## config.mk

```make
export PLATFORM = sky130hd
export DESIGN_NAME = fft_bfly_writeback
export DESIGN_NICKNAME = d
export VERILOG_FILES = /design/src/rtl/fft_bfly_writeback.sv
export SDC_FILE = /design/constraint.sdc
export NUM_CORES = 2
export LEC_CHECK = 0
export CAP_MARGIN = 20
export CORE_MARGIN = 5
export CORE_UTILIZATION = 60
export DETAILED_ROUTE_END_ITERATION = 6
export HOLD_SLACK_MARGIN = 0.06
export PLACE_DENSITY = 0.86
export SLEW_MARGIN = 20
export SYNTH_ARGS = -nofsm -noshare
export SYNTH_HDL_FRONTEND = slang
export SYNTH_SLANG_ARGS = --single-unit
```

## constraint.sdc

```tcl
create_clock -name clk -period 20.1 [get_ports clk]
set_clock_uncertainty 0.1 [all_clocks]
set_input_delay 4.02 -clock clk [delete_from_list [all_inputs] [get_ports clk]]
set_output_delay 4.02 -clock clk [all_outputs]
set_load 0.02 [all_outputs]
```

## src/rtl/fft_bfly_writeback.sv

```systemverilog
// fft_bfly_writeback
//   Radix-2 butterfly plus write-back stage of the in-place sequential FFT.
//   Operand pairs arrive as issued RAM reads (top address, then bottom address
//   the next cycle). The twiddle is presented alongside the top read data.
//   X = (A + W*B)/2 goes back to the top address and Y = (A - W*B)/2 goes back
//   to the bottom address. Every issued address is written exactly 5 cycles
//   after it was issued.
//
// Ports
//   clk, rst_n        clock, asynchronous active-low reset
//   en_rd, rd_ptr     address issue strobe and the address issued this cycle
//   issue_done        pulse the cycle after the last issue of a stage
//   rd_re, rd_im      RAM read data, valid 1 cycle after its address
//   tw_cos, tw_sin    twiddle (Q1.(TW-2)), valid 1 cycle after a top address
//   wr_en, wr_addr    RAM write strobe and address
//   wr_re, wr_im      RAM write data
//   stage_done        pulse the cycle after the final write of the stage
//   busy              issued addresses are still awaiting write-back
//   pair_err          sticky: a top address was issued without its bottom
module fft_bfly_writeback #(
   parameter int N    = 16,
   parameter int SIZE = 4,
   parameter int DW   = 16,
   parameter int TW   = 16
) (
   input  logic            clk,
   input  logic            rst_n,
   input  logic            en_rd,
   input  logic [SIZE-1:0] rd_ptr,
   input  logic            issue_done,
   input  logic [DW-1:0]   rd_re,
   input  logic [DW-1:0]   rd_im,
   input  logic [TW-1:0]   tw_cos,
   input  logic [TW-1:0]   tw_sin,
   output logic            wr_en,
   output logic [SIZE-1:0] wr_addr,
   output logic [DW-1:0]   wr_re,
   output logic [DW-1:0]   wr_im,
   output logic            stage_done,
   output logic            busy,
   output logic            pair_err
);

   localparam int PW = DW + TW + 1;   // full-precision sum of two products
   localparam int WW = DW + 2;        // W*B after the Q-format shift
   localparam int SW = DW + 3;        // sum/difference width
   localparam logic [SIZE-1:0] ADDR_MASK = SIZE'(N - 1);
   localparam logic signed [SW-1:0] SAT_MAX = SW'((1 <<< (DW - 1)) - 1);
   localparam logic signed [SW-1:0] SAT_MIN = ~SAT_MAX;

   function automatic logic [DW-1:0] sat(input logic signed [SW-1:0] v);
      if (v > SAT_MAX)
         return SAT_MAX[DW-1:0];
      else if (v < SAT_MIN)
         return SAT_MIN[DW-1:0];
      else
         return v[DW-1:0];
   endfunction

   // issue tracking
   logic                   phase_reg;
   logic                   iss_top_reg, iss_bot_reg;
   logic [SIZE-1:0]        iss_addr_reg;
   // operand capture
   logic signed [DW-1:0]   a_re_reg, a_im_reg, b_re_reg, b_im_reg;
   logic signed [TW-1:0]   c_reg, s_reg;
   logic [SIZE-1:0]        top_addr_reg, bot_addr_reg;
   logic                   bv_reg;
   // product stage
   logic signed [WW-1:0]   wb_re_reg, wb_im_reg;
   logic signed [DW-1:0]   pa_re_reg, pa_im_reg;
   logic [SIZE-1:0]        p_top_reg, p_bot_reg;
   logic                   pv_reg;
   // Y waits one cycle behind X
   logic [DW-1:0]          y_re_reg, y_im_reg;
   logic [SIZE-1:0]        y_addr_reg;
   logic                   y_pend_reg;
   logic [4:0]             done_sr_reg;
   logic                   busy_reg, err_reg;

   logic signed [PW-1:0]   wb_re_full, wb_im_full;
   logic signed [WW-1:0]   wb_re_next, wb_im_next;
   logic signed [SW-1:0]   x_re_sum, x_im_sum, y_re_sum, y_im_sum;

   // W = c - j*s, so W*B = (Bre*c + Bim*s) + j(Bim*c - Bre*s)
   always_comb begin
      wb_re_full = PW'(b_re_reg) * PW'(c_reg) + PW'(b_im_reg) * PW'(s_reg);
      wb_im_full = PW'(b_im_reg) * PW'(c_reg) - PW'(b_re_reg) * PW'(s_reg);
      wb_re_next = WW'(wb_re_full >>> (TW - 2));
      wb_im_next = WW'(wb_im_full >>> (TW - 2));
      x_re_sum   = (SW'(pa_re_reg) + SW'(wb_re_reg)) >>> 1;
      x_im_sum   = (SW'(pa_im_reg) + SW'(wb_im_reg)) >>> 1;
      y_re_sum   = (SW'(pa_re_reg) - SW'(wb_re_reg)) >>> 1;
      y_im_sum   = (SW'(pa_im_reg) - SW'(wb_im_reg)) >>> 1;
   end

   // Issue tracking and operand capture. A top issued without a bottom never
   // raises bv_reg, so the orphaned operands are simply overwritten later.
   always_ff @(posedge clk or negedge rst_n) begin
      if (!rst_n) begin
         phase_reg    <= 1'b0;
         iss_top_reg  <= 1'b0;
         iss_bot_reg  <= 1'b0;
         iss_addr_reg <= '0;
         a_re_reg     <= '0;
         a_im_reg     <= '0;
         c_reg        <= '0;
         s_reg        <= '0;
         top_addr_reg <= '0;
         b_re_reg     <= '0;
         b_im_reg     <= '0;
         bot_addr_reg <= '0;
         bv_reg       <= 1'b0;
         err_reg      <= 1'b0;
      end else begin
         phase_reg    <= en_rd ? ~phase_reg : 1'b0;
         iss_top_reg  <= en_rd & ~phase_reg;
         iss_bot_reg  <= en_rd & phase_reg;
         iss_addr_reg <= rd_ptr;
         if (!en_rd && phase_reg)
            err_reg <= 1'b1;
         if (iss_top_reg) begin
            a_re_reg     <= $signed(rd_re);
            a_im_reg     <= $signed(rd_im);
            c_reg        <= $signed(tw_cos);
            s_reg        <= $signed(tw_sin);
            top_addr_reg <= iss_addr_reg;
         end
         bv_reg <= iss_bot_reg;
         if (iss_bot_reg) begin
            b_re_reg     <= $signed(rd_re);
            b_im_reg     <= $signed(rd_im);
            bot_addr_reg <= iss_addr_reg;
         end
      end
   end

   // Product stage. A still holds this pair during this cycle (the next top
   // is captured at the same edge), so it is carried forward here.
   always_ff @(posedge clk or negedge rst_n) begin
      if (!rst_n) begin
         wb_re_reg <= '0;
         wb_im_reg <= '0;
         pa_re_reg <= '0;
         pa_im_reg <= '0;
         p_top_reg <= '0;
         p_bot_reg <= '0;
         pv_reg    <= 1'b0;
      end else begin
         pv_reg <= bv_reg;
         if (bv_reg) begin
            wb_re_reg <= wb_re_next;
            wb_im_reg <= wb_im_next;
            pa_re_reg <= a_re_reg;
            pa_im_reg <= a_im_reg;
            p_top_reg <= top_addr_reg;
            p_bot_reg <= bot_addr_reg;
         end
      end
   end

   // Write-back: X leaves immediately, Y follows next cycle. Pairs are at
   // least two cycles apart, so a new X never collides with a pending Y.
   always_ff @(posedge clk or negedge rst_n) begin
      if (!rst_n) begin
         wr_en      <= 1'b0;
         wr_addr    <= '0;
         wr_re      <= '0;
         wr_im      <= '0;
         y_re_reg   <= '0;
         y_im_reg   <= '0;
         y_addr_reg <= '0;
         y_pend_reg <= 1'b0;
      end else begin
         y_pend_reg <= pv_reg;
         if (pv_reg) begin
            wr_en      <= 1'b1;
            wr_addr    <= p_top_reg & ADDR_MASK;
            wr_re      <= sat(x_re_sum);
            wr_im      <= sat(x_im_sum);
            y_re_reg   <= sat(y_re_sum);
            y_im_reg   <= sat(y_im_sum);
            y_addr_reg <= p_bot_reg & ADDR_MASK;
         end else if (y_pend_reg) begin
            wr_en   <= 1'b1;
            wr_addr <= y_addr_reg;
            wr_re   <= y_re_reg;
            wr_im   <= y_im_reg;
         end else begin
            wr_en <= 1'b0;
         end
      end
   end

   // issue_done trails the last issue by one cycle; five more cycles lands
   // one cycle after that address's write.
   always_ff @(posedge clk or negedge rst_n) begin
      if (!rst_n) begin
         done_sr_reg <= '0;
         busy_reg    <= 1'b0;
      end else begin
         done_sr_reg <= {done_sr_reg[3:0], issue_done};
         if (en_rd)
            busy_reg <= 1'b1;
         else if (done_sr_reg[4])
            busy_reg <= 1'b0;
      end
   end

   assign stage_done = done_sr_reg[4];
   assign busy       = busy_reg;
   assign pair_err   = err_reg;

endmodule

```

==> results.cfg <==
[sta]
fmax_mhz = 108
worst_pin_slew_ps = 1040
period_share_pct = 45.9
slew_headroom_pct = 30.6
rsz0062_at_grt = false
setup_tns_ps = 0
report.final.hold_viol_count = 0
fin_crit_ps = 9220
setup_viol = 0
final_max_slew_viol_count = 0

[yosys]
synthCells = 5410
synth-edff-count = 0
synthesis.area_mm2 = 0.0525
synth_flop_cell = dfrtp_1
synth_top_cell_area_share_pct = 43.9
yosysSeqAreaShare_pct = 12.8
yosysTopAreaCell = fa_1
avgSynthCellArea_um2 = 9.70
yosys_warnings = 0
synthArstFlopShare_pct = 100
ys_ff_latch = 269
ys_types = 77
synthesis.nets = 7001
synthTopCellsByArea = fa_1 (44%), dfrtp_1 (13%), inv_1 (9.7%), ha_1 (8.7%), and2_1 (5.4%)

[critical_path]
cpMaxStageDelayCell = dfrtp_1
startpoint_type = flop
slowest_delay_ps = 930
crit_path_end_kind = flop
crit_type = reg -> reg
worstPathArrival_ps = 9530
cp_common_cell = fa_1
worstPathMaxFanout = 19
cp.required_ps = 20400
crit_chain = clkinv_1 -> nor2_1 -> fa_1 -> fa_1 -> inv_1 -> fa_1 -> inv_1 -> fa_1 -> fa_1 -> fa_1 -> fa_1 -> fa_1 -> ha_1 -> nor4_1 -> a21boi_0 -> o21ai_0 -> o31a_1 -> a311oi_1 -> xnor2_1 -> a21oi_1

[clock_network]
cts_setup_buffers = 0
cts_hold_buf = 0
cts_buffers = 35
cts-resized-gates = 0
clock_sinks = 269
worstSkewPairLatency_ps = 610
cts_root_buf = clkbuf_16
ctsHtreeMaxLevel = 2
cts.path.max_buffers = 3
tritoncts = yes
clkSlewWorstSetupHoldPaths_ps = 60

[placement]
place_inst = 6489
portBuffers = 111
hpwl_um = 106000
gp_congestion = 0.948

[drt]
drtIter0Drc = 3125
dr.pass1.iters = 6
drc = 0
avgViaCountPerCell = 5.71
drtAntennaViolNets = 0
wl_met1_um = 49000
routed_wl_um = 136000
topRoutingLayerUsed = met5
avgRoutedWirePerCell_um = 20.8
met3_length_um = 14200
vias = 37500
met2_length_um = 65100

[finish]
multi_input_area_mm2 = 0.0397
nets = 6964
drive_above_1_share_pct = 5.65
ff_latch_area_mm2 = 0.00674
synthToLayoutAreaGrowth_pct = 6.46
final_cells = 6557
n_fill_cell = 6420

[die]
io_pins = 112
start_util_pct = 60.5
die_h_um = 306
core_area_mm2 = 0.0868
dieArea_mm2 = 0.0935
fp.dieW_um = 306
rows = 108

[global_route]
grt_pass1_vias = 42300
grt_pass1_wl_um = 225000
antenna_found_initial = 9
grt_max_degree = 86
grt_usage_pct = 30.2
overflow = 0

[run_status]
status = completed

[flow_run]
drv_cap = 0

[worst_hold_path]
min_path_type = reg -> reg
[area by class of cell]
type                       count  share of cell area, %
tap                         1155                   2.59
antenna                        2                0.00896
timing repair buffer         185                   3.00
sequential                   269                   12.1
clock buffer                  43                   1.69
inverter                    1359                   9.13
clock inverter                21                  0.519
multi-input combinational   3523                   71.0
[critical path, delay by kind of cell, from the launching register on]
kind	cells	cell delay (ps)
adder cells (fa/ha/maj)	9	4150
AO/OA/AOI/OAI	5	1940
buffers and inverters	3	1010
flip-flops	1	930
AND/OR/NAND/NOR	2	740
XOR/XNOR	1	180
[placed cells by master, fill, tap and decap left out, drive strengths merged, types with 15 or more instances in the layout]
cell type,synthesis,final
a211oi,15,15
a21o,25,25
a21oi,103,103
and2,455,455
buf,17,74
clkbuf,242,44
clkdlybuf4s50,0,110
dfrtp,269,269
fa,1152,1152
ha,367,367
inv,1358,1365
mux2,147,147
mux2i,26,26
nand2,585,585
nand2b,39,39
nand3,25,25
nor2,119,119
nor2b,21,21
nor3,21,21
o211ai,25,25
o21ai,96,96
o21bai,16,16
o2bb2ai,16,16
xnor2,104,104
xor2,31,31
[per-stage QoR]
stage / hold slack (ps) / setup slack [ps] / util [%] / instance area (µm²)
3_5_place_dp: 238 / 11060 / 63.0 / 54600
6_report: 248 / 10880 / 64.4 / 55900
4_1_cts: 250 / 11030 / 64.4 / 55900
2_1_floorplan: 231 / 12510 / - / 52500
5_1_grt: 264 / 10640 / 64.4 / 55900
3_3_place_gp: 240 / 11380 / 63.0 / 54600
[synth_stat cells (all sizes together), types with 13 or more instances]
library cell  count
inv            1358
fa             1152
nand2           585
and2            455
ha              367
dfrtp           269
clkbuf          242
mux2            147
nor2            119
xnor2           104
a21oi           103
o21ai            96
nand2b           39
xor2             31
mux2i            26
a21o             25
nand3            25
o211ai           25
nor2b            21
nor3             21
buf              17
o21bai           16
o2bb2ai          16
a211oi           15
o21a             13
[logic make-up after synthesis]
logic type / share of synthesized area (%)
buffers and inverters: 11.6
adders and majority gates: 52.7
and+or+nand+nor: 12.3
AOI/OAI and AO/OA: 4.72
DFF: 12.8
xor gates and xnor gates: 2.25
muxes: 3.65
[routing by layer]
| layer | GRT usage [%] | up-vias |
|---|---|---|
| met1 | 37.3 | 19100 |
| met2 | 50.2 | 1964 |
| met3 | 7.73 | 640 |
| met4 | 14.0 | 10 |
| li1 | - | 15800 |
| met5 | 0 | - |
[path summary, 6_finish.rpt]
path / start / cells past startpoint / slack [ps] / end
worst max-delay path: c_reg[15]$_DFFE_PN0P_ / 20 / 10880 / wb_im_reg[17]$_DFFE_PN0P_
worst min register to register: done_sr_reg[3]$_DFF_PN0_ / 0 / 250 / done_sr_reg[4]$_DFF_PN0_
worst min-delay path: done_sr_reg[3]$_DFF_PN0_ / 0 / 250 / done_sr_reg[4]$_DFF_PN0_
worst max register to register: c_reg[15]$_DFFE_PN0P_ / 20 / 10880 / wb_im_reg[17]$_DFFE_PN0P_
max in group asynchronous: rst_n / 3 / 14610 / s_reg[14]$_DFFE_PN0P_
min in group asynchronous: rst_n / 1 / 3330 / c_reg[3]$_DFFE_PN0P_
Power is not shown: default switching activity piles up to over one toggle a cycle in this logic, so the estimate is an artifact.
